**config.mk**
```make
export PLATFORM = sky130hd
export DESIGN_NAME = usb_tx_pkt_ctrl_flat
export DESIGN_NICKNAME = d
export VERILOG_FILES = /design/src/rtl/usb_pkg.sv /design/src/rtl/usb_tx_pkt_ctrl_if.sv /design/src/rtl/usb_crc16_byte.sv /design/src/rtl/usb_tx_pkt_ctrl.sv /design/src/flat_wrapper.sv
export SDC_FILE = /design/constraint.sdc
export NUM_CORES = 1
export LEC_CHECK = 0
export BUFFER_PORTS_ARGS = -buffer_cell sky130_fd_sc_hd__buf_4
export CAP_MARGIN = 20
export CORE_AREA = 2 2 71 73
export DETAILED_ROUTE_END_ITERATION = 8
export DIE_AREA = 0 0 73 75
export HOLD_SLACK_MARGIN = 0.12
export SLEW_MARGIN = 40
export SYNTH_ARGS = -nofsm -noshare
export SYNTH_HDL_FRONTEND = slang
export SYNTH_SLANG_ARGS = --single-unit
```
**constraint.sdc**
```tcl
create_clock -name clk -period 4.7 [get_ports clk]
set_input_delay 0.47 -clock clk [delete_from_list [all_inputs] [get_ports clk]]
set_output_delay 0.47 -clock clk [all_outputs]
set_load 0.02 [all_outputs]
```
**src/rtl/usb_pkg.sv**
```systemverilog
// Shared types and constants for the USB full-speed transmit packet controller.
package usb_pkg;

    typedef enum logic [3:0] {
        IDLE,
        SYNC,
        PID,
        DATA,
        CRC_LO,
        CRC_HI,
        EOP,
        WAIT_EOP
    } state_type;

    typedef enum logic [1:0] {
        KIND_DATA  = 2'd0,
        KIND_ACK   = 2'd1,
        KIND_NAK   = 2'd2,
        KIND_STALL = 2'd3
    } tx_kind_type;

    localparam logic [7:0] PID_DATA0 = 8'hC3;
    localparam logic [7:0] PID_DATA1 = 8'h4B;
    localparam logic [7:0] PID_ACK   = 8'hD2;
    localparam logic [7:0] PID_NAK   = 8'h5A;
    localparam logic [7:0] PID_STALL = 8'h1E;

    localparam logic [7:0]  SYNC_BYTE_DEF = 8'h80;
    localparam logic [15:0] CRC16_INIT    = 16'hFFFF;
    localparam logic [15:0] CRC16_POLY    = 16'h8005;

    function automatic logic [15:0] reflect16(input logic [15:0] v);
        logic [15:0] r;
        r = '0;
        for (int unsigned i = 0; i < 16; i++) begin
            r[i] = v[15 - i];
        end
        return r;
    endfunction

    function automatic logic [7:0] pid_byte(input tx_kind_type kind, input logic tgl);
        logic [7:0] p;
        case (kind)
            KIND_ACK:   p = PID_ACK;
            KIND_NAK:   p = PID_NAK;
            KIND_STALL: p = PID_STALL;
            default:    p = tgl ? PID_DATA1 : PID_DATA0;
        endcase
        return p;
    endfunction

endpackage

```
**src/rtl/usb_tx_pkt_ctrl_if.sv**
```systemverilog
// Byte-stream link between the packet controller and the NRZI/bit-stuff serializer.
interface usb_tx_pkt_ctrl_if;

    logic [7:0] tx_byte;
    logic       tx_valid;
    logic       tx_ready;
    logic       eop_req;
    logic       eop_done;
    logic       tx_abort;

    modport master (
        output tx_byte,
        output tx_valid,
        output eop_req,
        output tx_abort,
        input  tx_ready,
        input  eop_done
    );

    modport slave (
        input  tx_byte,
        input  tx_valid,
        input  eop_req,
        input  tx_abort,
        output tx_ready,
        output eop_done
    );

endinterface

```
**src/rtl/usb_crc16_byte.sv**
```systemverilog
// One-byte step of the USB CRC16, processed LSB-first with the reflected polynomial.
module usb_crc16_byte
    import usb_pkg::*;
(
    input  logic [15:0] crc_in,
    input  logic [7:0]  data,
    output logic [15:0] crc_out
);

    localparam logic [15:0] POLY_REFL = reflect16(CRC16_POLY);

    logic [15:0] c;

    always_comb begin
        c = crc_in;
        for (int unsigned i = 0; i < 8; i++) begin
            if (c[0] ^ data[i]) begin
                c = (c >> 1) ^ POLY_REFL;
            end else begin
                c = c >> 1;
            end
        end
        crc_out = c;
    end

endmodule

```
**src/rtl/usb_tx_pkt_ctrl.sv**
```systemverilog
// Sequences full-speed device-to-host handshake and DATA packets into the serializer,
// pulling payload from the endpoint FIFO and appending the in-line CRC16.
module usb_tx_pkt_ctrl
    import usb_pkg::*;
#(
    parameter int unsigned MAX_BYTES = 64,
    parameter int unsigned CNT_W     = $clog2(MAX_BYTES + 1),
    parameter logic [7:0]  SYNC_BYTE = SYNC_BYTE_DEF
) (
    input  logic                  clk,
    input  logic                  rst,
    input  logic                  tx_start,
    input  logic [1:0]            tx_kind,
    input  logic                  data_tgl,
    input  logic [CNT_W-1:0]      tx_len,
    input  logic [7:0]            fifo_rdata,
    input  logic                  fifo_empty,
    output logic                  fifo_rd,
    usb_tx_pkt_ctrl_if.master     ser,
    output logic                  busy,
    output logic                  tx_done,
    output logic                  tx_err
);

    localparam logic [CNT_W-1:0] MAX_LEN = CNT_W'(MAX_BYTES);
    localparam logic [CNT_W-1:0] ONE     = CNT_W'(1);

    state_type         state;
    state_type         state_nxt;
    tx_kind_type       kind_q;
    logic              tgl_q;
    logic [CNT_W-1:0]  cnt_q;
    logic [15:0]       crc_q;
    logic [15:0]       crc_step;
    logic              aborted_q;
    logic              start_accept;

    usb_crc16_byte u_crc (
        .crc_in  (crc_q),
        .data    (fifo_rdata),
        .crc_out (crc_step)
    );

    always_ff @(posedge clk) begin
        if (rst) begin
            state     <= IDLE;
            kind_q    <= KIND_DATA;
            tgl_q     <= 1'b0;
            cnt_q     <= '0;
            crc_q     <= CRC16_INIT;
            aborted_q <= 1'b0;
        end else begin
            state <= state_nxt;
            if (start_accept) begin
                kind_q    <= tx_kind_type'(tx_kind);
                tgl_q     <= data_tgl;
                cnt_q     <= (tx_len > MAX_LEN) ? MAX_LEN : tx_len;
                crc_q     <= CRC16_INIT;
                aborted_q <= 1'b0;
            end
            if (fifo_rd) begin
                crc_q <= crc_step;
                cnt_q <= cnt_q - ONE;
            end
            if (ser.tx_abort) begin
                aborted_q <= 1'b1;
            end
        end
    end

    always_comb begin
        state_nxt    = state;
        start_accept = 1'b0;
        ser.tx_byte  = '0;
        ser.tx_valid = 1'b0;
        ser.eop_req  = 1'b0;
        ser.tx_abort = 1'b0;
        fifo_rd      = 1'b0;
        tx_done      = 1'b0;
        tx_err       = 1'b0;
        busy         = (state != IDLE);

        case (state)
            IDLE: begin
                if (tx_start) begin
                    start_accept = 1'b1;
                    state_nxt    = SYNC;
                end
            end
            SYNC: begin
                ser.tx_byte  = SYNC_BYTE;
                ser.tx_valid = 1'b1;
                if (ser.tx_ready) state_nxt = PID;
            end
            PID: begin
                ser.tx_byte  = pid_byte(kind_q, tgl_q);
                ser.tx_valid = 1'b1;
                if (ser.tx_ready) begin
                    if (kind_q != KIND_DATA) state_nxt = EOP;
                    else if (cnt_q == '0)    state_nxt = CRC_LO;
                    else                     state_nxt = DATA;
                end
            end
            DATA: begin
                // FIFO empty while the serializer wants a byte is an underrun: abort, no CRC.
                ser.tx_byte  = fifo_rdata;
                ser.tx_valid = !fifo_empty;
                if (ser.tx_ready) begin
                    if (!fifo_empty) begin
                        fifo_rd = 1'b1;
                        if (cnt_q == ONE) state_nxt = CRC_LO;
                    end else begin
                        ser.tx_abort = 1'b1;
                        tx_err       = 1'b1;
                        state_nxt    = WAIT_EOP;
                    end
                end
            end
            CRC_LO: begin
                ser.tx_byte  = ~crc_q[7:0];
                ser.tx_valid = 1'b1;
                if (ser.tx_ready) state_nxt = CRC_HI;
            end
            CRC_HI: begin
                ser.tx_byte  = ~crc_q[15:8];
                ser.tx_valid = 1'b1;
                if (ser.tx_ready) state_nxt = EOP;
            end
            EOP: begin
                ser.eop_req = 1'b1;
                state_nxt   = WAIT_EOP;
            end
            WAIT_EOP: begin
                if (ser.eop_done) begin
                    tx_done   = !aborted_q;
                    state_nxt = IDLE;
                end
            end
            default: state_nxt = IDLE;
        endcase
    end

endmodule

```
**src/flat_wrapper.sv**
```systemverilog
// flat-port wrapper written by rule: the top's interface ports become plain ports
module usb_tx_pkt_ctrl_flat import usb_pkg::*;
#(
    parameter int unsigned MAX_BYTES = 64,
    parameter int unsigned CNT_W     = $clog2(MAX_BYTES + 1),
    parameter logic [7:0]  SYNC_BYTE = SYNC_BYTE_DEF
)
  (clk, rst, tx_start, tx_kind, data_tgl, tx_len, fifo_rdata, fifo_empty, fifo_rd, busy, tx_done, tx_err, ser_tx_byte, ser_tx_valid, ser_eop_req, ser_tx_abort, ser_tx_ready, ser_eop_done);
  usb_tx_pkt_ctrl_if ser_i ();
  input  logic clk;
  input  logic rst;
  input  logic tx_start;
  input  logic [1:0] tx_kind;
  input  logic data_tgl;
  input  logic [CNT_W-1:0] tx_len;
  input  logic [7:0] fifo_rdata;
  input  logic fifo_empty;
  output logic fifo_rd;
  output logic busy;
  output logic tx_done;
  output logic tx_err;
  output wire logic [$bits(ser_i.tx_byte)-1:0] ser_tx_byte;
  output wire logic [$bits(ser_i.tx_valid)-1:0] ser_tx_valid;
  output wire logic [$bits(ser_i.eop_req)-1:0] ser_eop_req;
  output wire logic [$bits(ser_i.tx_abort)-1:0] ser_tx_abort;
  input wire logic [$bits(ser_i.tx_ready)-1:0] ser_tx_ready;
  input wire logic [$bits(ser_i.eop_done)-1:0] ser_eop_done;
  assign ser_tx_byte = ser_i.tx_byte;
  assign ser_tx_valid = ser_i.tx_valid;
  assign ser_eop_req = ser_i.eop_req;
  assign ser_tx_abort = ser_i.tx_abort;
  assign ser_i.tx_ready = ser_tx_ready;
  assign ser_i.eop_done = ser_eop_done;
  usb_tx_pkt_ctrl #(.MAX_BYTES(MAX_BYTES), .CNT_W(CNT_W), .SYNC_BYTE(SYNC_BYTE)) u_core (.clk(clk), .rst(rst), .tx_start(tx_start), .tx_kind(tx_kind), .data_tgl(data_tgl), .tx_len(tx_len), .fifo_rdata(fifo_rdata), .fifo_empty(fifo_empty), .fifo_rd(fifo_rd), .ser(ser_i), .busy(busy), .tx_done(tx_done), .tx_err(tx_err));
endmodule
```
==> reports/metrics.csv, run 1 <==
stage,metric,value,unit
grt,grt_pass1_vias,1606,
place,dp_hpwl,3.283,mm
timing,drv_slew,0,
timing,max_slew_margin,0.5945,
routing,drc_errors,0,
cells_and_area,antenna_cells,0,
synthesis,synth_flop_cell,dfxtp_1,
routing,route.vias.total,1768,
timing,final_hold_viol_count,0,
floorplan,die_height,75,um
critical_path,slowest_stage,dfxtp_1,
cells_and_area,n_fill_cell,465,
cells_and_area,final_core_util,0.4894,
cts,cts-hold-fix-buffers,0,
place,placed_cell_area,0.002201,mm^2
routing,first_pass_iters,4,
power_and_ir_drop,p_int,566.9,uW
cells_and_area,layout_commonest_cell,buf_4,
power_and_ir_drop,p_per_area,418.9,mW/mm^2
routing,ant_nets,0,
grt,grt-ovfl-total,0,
power_and_ir_drop,clock_power_share,0.204,
timing,fin_crit,2.503,ns
synthesis,yosysWarnings,0,
timing,grt_setup_unrepaired,no,
grt,grt_use_total,0.1852,
cells_and_area,layout.nets,295,
timing,worstMarginPinSlew,0.6074,ns
critical_path,cp_common_cell,buf_4,
critical_path,endpoint_kind,primary output,
cells_and_area,layout_common_cells,"buf_4 (40), dfxtp_1 (30), nor2_1 (25)",
timing,timing.fmax,399.6,MHz
power_and_ir_drop,combPwrFrac,0.461,
synthesis,synth_top_cells_by_area,"dfxtp_1 (32%), xnor2_1 (6.0%), a21oi_1 (5.8%), nor3_1 (5.3%), nor2_1 (4.9%)",
critical_path,cp-start-kind,flip-flop,
synthesis,synth_area_leader_cell,dfxtp_1,
cells_and_area,fin_area,0.002281,mm^2
cts,cts_made_buffers,5,
critical_path,crit_family,buffers and inverters,
critical_path,worst-path-buf-inv,3,
cts,cts_max_path_buffers,2,
synthesis,ys_seq_elements,30,
critical_path,cp.arrival,2.03,ns
critical_path,crit_required,4.23,ns
routing,wl_per_cell,14.49,um
timing,whs,0.4174,ns
floorplan,die_x,73,um
synthesis,synth_cells,240,
power_and_ir_drop,leakagePower,0.9147,nW
cells_and_area,multiInputGateArea,0.001207,mm^2
critical_path,worst-setup-path-type,flip-flop to primary output,
flow_run,maxCapViolations,0,
place,port_buffers,38,
timing,finalClockSkew,0.007070,ns
power_and_ir_drop,p_seq_frac,0.335,
grt,grt_pass1_wl,7.797,mm
synthesis,synth-async-reset-ratio,0,
power_and_ir_drop,power_switching,388.6,uW
cts,cts_tree,yes,
cells_and_area,area_growth,19.70,%
synthesis,synth.top_cell.area_share,0.3152,
grt,grt_max_degree,34,
floorplan,pin_count,39,
floorplan,fp-row-count,25,
cts,post_cts_buffers,0,
cts,clkSlewWorstSetupHoldPaths,0.07,ns
synthesis,ys_seq_area_frac,0.3152,
floorplan,die_area,0.005475,mm^2
routing,drtIter0Drc,116,
timing,totalNegativeSetupSlack,0,ns
cells_and_area,drive_gt1_frac,0.2156,
synthesis,synth-edff-count,0,
place,place_congestion,0.7962,
synthesis,synth.distinct_cells,51,
timing,fin_crit_sh,0.5325,
cts,cts-resized-gates,0,
synthesis,syn_nets,266,
cts,cts.sinks,30,
routing,routed_wl,4.680,mm
min_path,hold_path_class,input pin to flip-flop,
synthesis,synthesis.area,0.001906,mm^2
floorplan,start_util,0.4089,
cells_and_area,regArea,600.6,um^2
critical_path,cp_max_fo,23,
synthesis,postSynthAreaPerCell,7.940,um^2
cts,clock_latency,0.28,ns
power_and_ir_drop,totalPowerFinal,955.5,uW
status,status,finished clean,
power_and_ir_drop,ir_drop,183.0,uV
routing,viasPerCell,5.474,
critical_path,slowest_delay,0.63,ns
critical_path,cp_cell_sequence,"and3b_1, nand3_1, buf_4, inv_2, buf_4",
timing,setup_viol,0,
floorplan,core_area,0.004661,mm^2
power_and_ir_drop,switching_share,0.4067,
cts,htree_num_levels,2,
grt,antenna_found_initial,0,
cts,root_buffer,clkbuf_8,
==> state kept, by name, summed over array words and instances, names as in the netlist <==
register and count:
u_core.tgl_q 1, u_core.state 3, u_core.aborted_q 1, u_core.kind_q 2, u_core.cnt_q 7, u_core.crc_q 16
==> synth_stat cells (2+ instances only) <==
master	instances
o21bai_1	10
nand2_1	18
o22ai_1	5
o32ai_1	3
clkbuf_1	15
nor3_1	20
nor3b_1	2
or2_1	4
nor4_1	2
a21oi_1	22
a221oi_1	3
o21ai_1	2
dfxtp_1	30
nor2b_1	5
mux2_2	3
nand2b_1	3
xor2_1	5
xnor2_1	13
nand3_1	6
o21a_1	2
nor2_1	25
ha_1	2
and3b_1	3
o221ai_1	2
inv_1	6
mux2_1	3
o311ai_1	2
==> logic make-up (layout without fill, tap and decap cells) <==
group	after synthesis	count (layout)	synth area share
AND/OR/NAND/NOR	97	97	0.2620
AO/OA/AOI/OAI	59	59	0.2134
flip-flops	30	30	0.3152
buffers and inverters	25	54	0.05186
XOR/XNOR	20	20	0.1037
multiplexers	7	7	0.04071
adder cells (fa/ha/maj)	2	2	0.01313
==> worst min-delay path, cell delays in order <==
cell	delay (ns)
buf_4	0.08
a21oi_1	0.05
nor2_1	0.07
==> power groups by stage <==
stage	registers [mW]	clock network [mW]	logic (mW)
2_1_floorplan	0.304	0	0.330
3_3_place_gp	0.324	0	0.442
3_5_place_dp	0.325	0	0.442
4_1_cts	0.319	0.205	0.444
5_1_grt	0.325	0.215	0.486
6_report	0.320	0.195	0.441
==> path summary, 6_finish.rpt <==
check | startpoint | end | slack, ns | depth (start not counted)
worst max-delay path | u_core.state[1]$_SDFFE_PP0P_ | fifo_rd | 2.20 | 5
worst min-delay path | tx_len[3] | u_core.cnt_q[3]$_SDFFE_PP0P_ | 0.42 | 3
worst max register to register | u_core.state[1]$_SDFFE_PP0P_ | u_core.cnt_q[6]$_SDFFE_PP0P_ | 2.40 | 7
worst min register to register | u_core.tgl_q$_SDFFE_PP0P_ | u_core.tgl_q$_SDFFE_PP0P_ | 0.46 | 2
==> layer usage <==
metal	up-vias	part of all wire	GRT usage	wire length [um]
met1	820	0.52	0.2627	2415
met4	0	0.0041	0.05556	19
met2	28	0.45	0.2793	2102
met3	2	0.031	0.04418	143
met5	-	0	0	0
li1	918	-	-	-
==> metrics by stage <==
stage / cells / setup slack, ns
after floorplan: 240 / 2.615
after detailed placement: 316 / 2.415
after CTS: 323 / 2.187
after global placement: 316 / 2.478
final: 323 / 2.197
after global routing: 323 / 2.033
==> cell type report <==
class / count / area share
clock buffers: 5 / 0.03017
repair buffers: 40 / 0.1317
flip-flops and latches: 30 / 0.2633
inverters: 7 / 0.01152
well taps: 54 / 0.02962
multi-input cells: 185 / 0.5293
clock inverters: 2 / 0.004388
Power figures use the tool's default switching activity.
==> inputs of run 2 (changes only) <==
Settings changed: ABC_AREA set to 1, CORE_AREA 2 2 71 73 to 2 2 73 75, DIE_AREA 0 0 73 75 to 0 0 75 77.
Clock period 4.7 ns to 2.23 ns, I/O delays scaled along.
==> reports/metrics.csv, run 2 <==
stage,metric,value,unit,change
timing,totalNegativeSetupSlack,0,ns,unchanged
timing,fin_crit_sh,0.9183,,
synthesis,synth.top_cell.area_share,0.2921,,-0.02302
routing,viasPerCell,5.118,,-6.5%
critical_path,cp_common_cell,inv_1,,
power_and_ir_drop,combPwrFrac,0.498,,+0.037
synthesis,synth_most_common_cell,nand2_1,,
timing,fin_crit,2.048,ns,
synthesis,synth_common_cells,"nand2_1 (53), inv_1 (41), dfxtp_1 (30)",,
flow_run,maxCapViolations,0,,unchanged
synthesis,synth_top_family_by_area,simple AND/OR/NAND/NOR gates,,
synthesis,synthSimpleGateAreaFrac,0.3244,,+0.06242
power_and_ir_drop,p_seq_frac,0.289,,-0.046
timing,drv_slew,0,,unchanged
power_and_ir_drop,p_per_area,1045,mW/mm^2,+150%
grt,antenna_found_initial,0,,unchanged
cts,post_cts_buffers,0,,unchanged
floorplan,die_x,75,um,+2.7%
grt,grt_use_total,0.2121,,+0.02693
power_and_ir_drop,power_switching,1.162,mW,+200%
grt,grt_pass1_wl,9.439,mm,+21%
synthesis,synth_area_leader_cell,dfxtp_1,,
synthesis,synth_top_cells_by_area,"dfxtp_1 (29%), nand2_1 (9.7%), inv_1 (7.5%), o21ai_0 (5.4%), nand3_1 (5.1%)",,
routing,drtIter0Drc,146,,+26%
synthesis,ys_seq_area_frac,0.2921,,-0.02302
critical_path,cp.arrival,1.82,ns,-0.21 ns
timing,grt_setup_unrepaired,no,,
floorplan,die_area,0.005775,mm^2,+5.5%
routing,ant_nets,0,,unchanged
grt,grt_max_degree,15,,-56%
critical_path,r2r-start,u_core.crc_q[0]$_SDFFE_PP1P_,,
cts,cts-hold-fix-buffers,0,,unchanged
cts,cts_max_path_buffers,2,,unchanged
critical_path,worst-setup-path-type,flip-flop to primary output,,
min_path,hold_path_class,input pin to flip-flop,,
synthesis,postSynthAreaPerCell,6.830,um^2,-14%
timing,fin_ws,0.1823,ns,-2.015 ns
cells_and_area,drive_gt1_frac,0.2522,,+0.03656
status,status,finished clean,,
synthesis,synth_xor_area_frac,0.05478,,-0.04896
power_and_ir_drop,leakagePower,1.186,nW,+30%
cells_and_area,top_regs,"u_core.crc_q: 16 flops, u_core.cnt_q: 7 flops, u_core.state: 3 flops",,
timing,worstMarginPinSlew,0.4464,ns,-0.1610 ns
floorplan,pin_count,39,,unchanged
cts,htree_num_levels,2,,unchanged
synthesis,synth-async-reset-ratio,0,,unchanged
floorplan,die_height,77,um,+2.7%
synthesis,yosys.area_share.adder,0.01217,,-0.0009591
synthesis,synth-edff-count,0,,unchanged
synthesis,syn_nets,327,,+23%
critical_path,crit_family,buffers and inverters,,
power_and_ir_drop,clock_power_share,0.213,,+0.009
routing,wl_per_cell,13.85,um,-4.4%
timing,finalClockSkew,0.004961,ns,-0.002109 ns
power_and_ir_drop,p_int,1.496,mW,+160%
synthesis,synth_mux_area_frac,0,,-0.04071
place,dp_hpwl,4.524,mm,+38%
critical_path,cp_max_fo,6,,-74%
synthesis,ys_seq_elements,30,,unchanged
floorplan,start_util,0.4130,,+0.004163
routing,drc_errors,0,,unchanged
place,preCtsSetupSlack,0.2543,ns,-2.161 ns
cells_and_area,antenna_cells,0,,unchanged
cells_and_area,layout_common_cells,"nand2_1 (53), buf_4 (45), inv_1 (41)",,
synthesis,synth_cells,301,,+25%
cells_and_area,area_growth,23.74,%,
power_and_ir_drop,switching_share,0.4372,,+0.03047
cells_and_area,layout_commonest_cell,nand2_1,,
cts,clock_latency,0.28,ns,about the same
cts,clkSlewWorstSetupHoldPaths,0.06,ns,about the same
critical_path,slowest_stage,dfxtp_1,,
timing,final_hold_viol_count,0,,unchanged
critical_path,cp_cell_sequence,"inv_1, nor2_1, inv_1, nor2_2, inv_1, o22ai_1, a21oi_1, o21ai_0, buf_4",,
cts,cts.sinks,30,,unchanged
synthesis,yosysWarnings,0,,unchanged
power_and_ir_drop,ir_drop,568.6,uV,+210%
floorplan,core_area,0.004977,mm^2,+6.8%
place,place_congestion,0.8818,,+11%
grt,grt-ovfl-total,0,,unchanged
cts,root_buffer,clkbuf_8,,
grt,grt_pass1_vias,2003,,+25%
routing,routed_wl,5.746,mm,+23%
floorplan,fp-row-count,26,,+4.0%
cells_and_area,largest_reg_flops,16,,unchanged
cells_and_area,n_fill_cell,519,,+12%
timing,timing.fmax,488.3,MHz,
critical_path,worst-path-buf-inv,4,,+1
cts,cts_made_buffers,5,,unchanged
critical_path,startpoint,u_core.state[1]$_SDFFE_PP0P_,,
critical_path,cp-start-kind,flip-flop,,
critical_path,crit_required,2.01,ns,-2.22 ns
critical_path,endpoint_kind,primary output,,
cts,cts_tree,yes,,
cells_and_area,largest-register,u_core.crc_q,,
routing,first_pass_iters,4,,unchanged
timing,setup_viol,0,,unchanged
routing,route.vias.total,2124,,+20%
cells_and_area,layout.nets,371,,+26%
synthesis,synth_flop_cell,dfxtp_1,,
synthesis,synth.distinct_cells,42,,-18%
place,port_buffers,38,,unchanged
critical_path,slowest_delay,0.42,ns,-0.21 ns
synthesis,synthesis.area,0.002056,mm^2,+7.9%
timing,max_slew_margin,0.6999,,+0.1053
min_path,hp-start,ser_eop_done,,
synthesis,synth-compound-area-share,0.1990,,-0.01437
run 2: kinds of logic after synthesis:
group,Yosys count
buffers and inverters,58
flip-flops,30
adder cells (fa/ha/maj),2
XOR/XNOR,12
AND/OR/NAND/NOR,133
AO/OA/AOI/OAI,66
run 2: final cells by class:
type | instances | area (um^2) | share of cell area
Inverter | 50 | 187.7 | 0.07378
Sequential cell | 30 | 601.8 | 0.2366
Timing Repair Buffer | 45 | 337.8 | 0.1328
Clock buffer | 6 | 82.58 | 0.03246
Clock inverter | 1 | 30.03 | 0.01181
Multi-Input combinational cell | 213 | 1216 | 0.4781
Tap cell | 70 | 87.58 | 0.03443
run 2: repair_timing:
action,4_1_cts,5_1_grt
setup endpoints to repair,0,3
endpoints found under the hold margin,0,0
resized for setup,0,2
run 2: power groups by stage:
stage | Combinational, mW | Clock [mW] | Sequential, mW
after floorplan | 0.944 | 0 | 0.747
after global placement | 1.31 | 0 | 0.774
after detailed placement | 1.32 | 0 | 0.772
after CTS | 1.32 | 0.574 | 0.761
after global routing | 1.47 | 0.603 | 0.781
final | 1.32 | 0.567 | 0.768
run 2: routing by layer:
metal	part of all wire	up-vias	routed length [um]	global-route usage
li1	-	1094	-	-
met1	0.48	963	2762	0.3031
met2	0.46	59	2618	0.3140
met3	0.052	8	299	0.04205
met4	0.011	0	66	0.07143
met5	0	-	0	0
run 2: worst paths after layout:
path,slack (ns),to,cells after the start
setup reg to reg,0.25,u_core.crc_q[0]$_SDFFE_PP1P_,17
hold / removal,0.15,u_core.state[2]$_SDFFE_PP0P_,2
setup / recovery,0.18,ser_tx_byte[3],9
hold reg to reg,0.49,u_core.crc_q[11]$_SDFFE_PP1P_,2
run 2: stage by stage:
step                power, mW  cell area (um^2)  utilization  cells  hold WS (ns)
detailed placement      2.087              2427       0.4877    408        0.4379
global route            2.857              2544       0.5111    415        0.1483
CTS                     2.654              2540       0.5103    415        0.1494
finish                  2.659              2544       0.5111    415        0.1496
global placement        2.087              2427       0.4877    408        0.4364
floorplan               1.691              2056            -    301        0.3342
==> inputs of run 3 (changes only) <==
Settings changed: GPL_TIMING_DRIVEN set to 0.
==> reports/metrics.csv, run 3 (synthesis results as in run 2) <==
stage,metric,value,unit,change
grt,antenna_found_initial,0,,unchanged
critical_path,cp-start-kind,flip-flop,,
cells_and_area,antenna_cells,0,,unchanged
cts,cts_tree,yes,,
cells_and_area,area_growth,23.25,%,
grt,grt-ovfl-total,0,,unchanged
critical_path,worst-setup-path-type,flip-flop to primary output,,
critical_path,crit_required,2.01,ns,about the same
grt,grt_use_total,0.2184,,+0.006276
critical_path,cp_max_fo,7,,+1
place,place_inst,408,,unchanged
timing,final_hold_viol_count,0,,unchanged
timing,timing.fmax,483.7,MHz,-0.95%
cts,clkSlewWorstSetupHoldPaths,0.07,ns,about the same
cells_and_area,fin_cells,418,,+0.72%
power_and_ir_drop,leakagePower,1.179,nW,-0.55%
place,place_congestion,0.8689,,-1.5%
min_path,hold_path_class,input pin to flip-flop,,
place,port_buffers,37,,-2.6%
critical_path,reg2reg_setup_slack,0.29,ns,+0.04 ns
routing,first_pass_iters,4,,unchanged
cts,cts-hold-fix-buffers,0,,unchanged
cells_and_area,layout.nets,373,,+0.54%
timing,fin_crit,2.067,ns,+0.01963 ns
floorplan,die_area,0.005775,mm^2,unchanged
grt,grt_max_degree,11,,-4
cts,cts_made_buffers,5,,unchanged
cells_and_area,drive_gt1_frac,0.2529,,+0.0006997
routing,wl_per_cell,13.81,um,-0.23%
routing,drc_errors,0,,unchanged
flow_run,maxCapViolations,0,,unchanged
power_and_ir_drop,p_per_area,1015,mW/mm^2,-2.9%
grt,grt_pass1_wl,9.701,mm,+2.8%
floorplan,die_height,77,um,unchanged
floorplan,core_area,0.004977,mm^2,unchanged
cells_and_area,largest-register,u_core.crc_q,,
timing,fin_ws,0.1627,ns,-0.01963 ns
timing,setup_viol,0,,unchanged
grt,grt_pass1_vias,2010,,+0.35%
routing,drtIter0Drc,110,,-25%
status,status,finished clean,,
routing,route.vias.total,2110,,-0.66%
cts,htree_num_levels,2,,unchanged
timing,grt_setup_unrepaired,no,,
floorplan,pin_count,39,,unchanged
floorplan,start_util,0.4130,,unchanged
timing,drv_slew,0,,unchanged
cells_and_area,layout_commonest_cell,nand2_1,,
place,dp_hpwl,4.402,mm,-2.7%
timing,max_slew_margin,0.6267,,-0.07320
cts,clock_latency,0.29,ns,about the same
routing,viasPerCell,5.048,,-1.4%
floorplan,fp-row-count,26,,unchanged
floorplan,die_x,75,um,unchanged
cts,cts.sinks,30,,unchanged
routing,routed_wl,5.774,mm,+0.49%
timing,totalNegativeSetupSlack,0,ns,unchanged
critical_path,cp.arrival,1.84,ns,+0.02 ns
critical_path,endpoint_kind,primary output,,
cells_and_area,layout_common_cells,"nand2_1 (53), inv_1 (41), buf_4 (41)",,
timing,fin_crit_sh,0.9271,,+0.008800
cts,root_buffer,clkbuf_8,,
cells_and_area,largest_reg_flops,16,,unchanged
cells_and_area,top_regs,"u_core.crc_q: 16 flops, u_core.cnt_q: 7 flops, u_core.state: 3 flops",,
place,preCtsSetupSlack,0.1697,ns,-0.08454 ns
power_and_ir_drop,ir_drop,516.6,uV,-9.2%
timing,worstMarginPinSlew,0.5600,ns,+0.1136 ns
routing,ant_nets,0,,unchanged
timing,finalClockSkew,0.009516,ns,+0.004555 ns
cts,cts_max_path_buffers,2,,unchanged
[run 3: cell count changes in the layout (fill, tap and decap cells not counted)]
cell / before / now
dfxtp_2: 1 / 2
clkbuf_1: 0 / 4
buf_6: 0 / 2
bufinv_16: 1 / 0
clkinv_1: 1 / 0
dfxtp_1: 29 / 28
buf_2: 0 / 1
buf_4: 45 / 41
clkinv_2: 0 / 2
[run 3: repair_timing]
item / CTS / global route
pin swaps: 0 / 1
endpoints found under the setup margin: 1 / 12
resized for setup: 1 / 3
hold endpoints to repair: 0 / 0
buffers inserted: 0 / 2
[run 3: through the flow]
| step | instance area, um^2 | utilization | hold slack [ns] | power (mW) |
|---|---|---|---|---|
| 6_report | 2534 | 0.5091 | 0.1200 | 2.572 |
| 5_1_grt | 2534 | 0.5091 | 0.1267 | 2.763 |
| 2_1_floorplan | 2056 | - | 0.3342 | 1.691 |
| 3_3_place_gp | 2421 | 0.4864 | 0.4370 | 2.091 |
| 4_1_cts | 2514 | 0.5050 | 0.1283 | 2.554 |
| 3_5_place_dp | 2421 | 0.4864 | 0.4356 | 2.090 |
[run 3: layout make-up]
class                   count  area, um^2
multi-input cells         213        1216
inverters                  50       188.9
well taps                  70       87.58
fillers                   520        2444
repair buffers             39       292.8
flip-flops and latches     30       603.1
clock buffers               7       86.33
clock inverters             1       5.005
plain buffers               8       53.80
[run 3: metal layers]
layer / GRT usage / vias up / share of wire
li1: - / 1098 / -
met1: 0.3121 / 944 / 0.50
met2: 0.3061 / 55 / 0.43
met3: 0.04731 / 13 / 0.045
met4: 0.1036 / 0 / 0.026
met5: 0 / - / 0
[run 3: path summary, 6_finish.rpt]
path,start,endpoint,cells past startpoint
setup reg to reg,u_core.crc_q[0]$_SDFFE_PP1P_,u_core.crc_q[0]$_SDFFE_PP1P_,17
hold / removal,ser_eop_done,u_core.state[2]$_SDFFE_PP0P_,2
hold reg to reg,u_core.crc_q[11]$_SDFFE_PP1P_,u_core.crc_q[11]$_SDFFE_PP1P_,2
setup / recovery,u_core.state[0]$_SDFFE_PP0P_,ser_tx_byte[2],7
[run 3: report_power, final]
part	total (mW)	leakage [nW]	internal, mW	switching (mW)
clock	0.465	0.0482	0.249	0.216
sequential	0.768	0.246	0.655	0.113
combinational	1.34	0.884	0.494	0.844
[run 3: worst max-delay path, stage by stage, from the launching register on]
cell      delay [ns]
dfxtp_2         0.41
inv_1           0.07
nor2_1          0.17
inv_1           0.10
nor2_1          0.19
inv_1           0.18
o221ai_1        0.25
buf_4           0.18
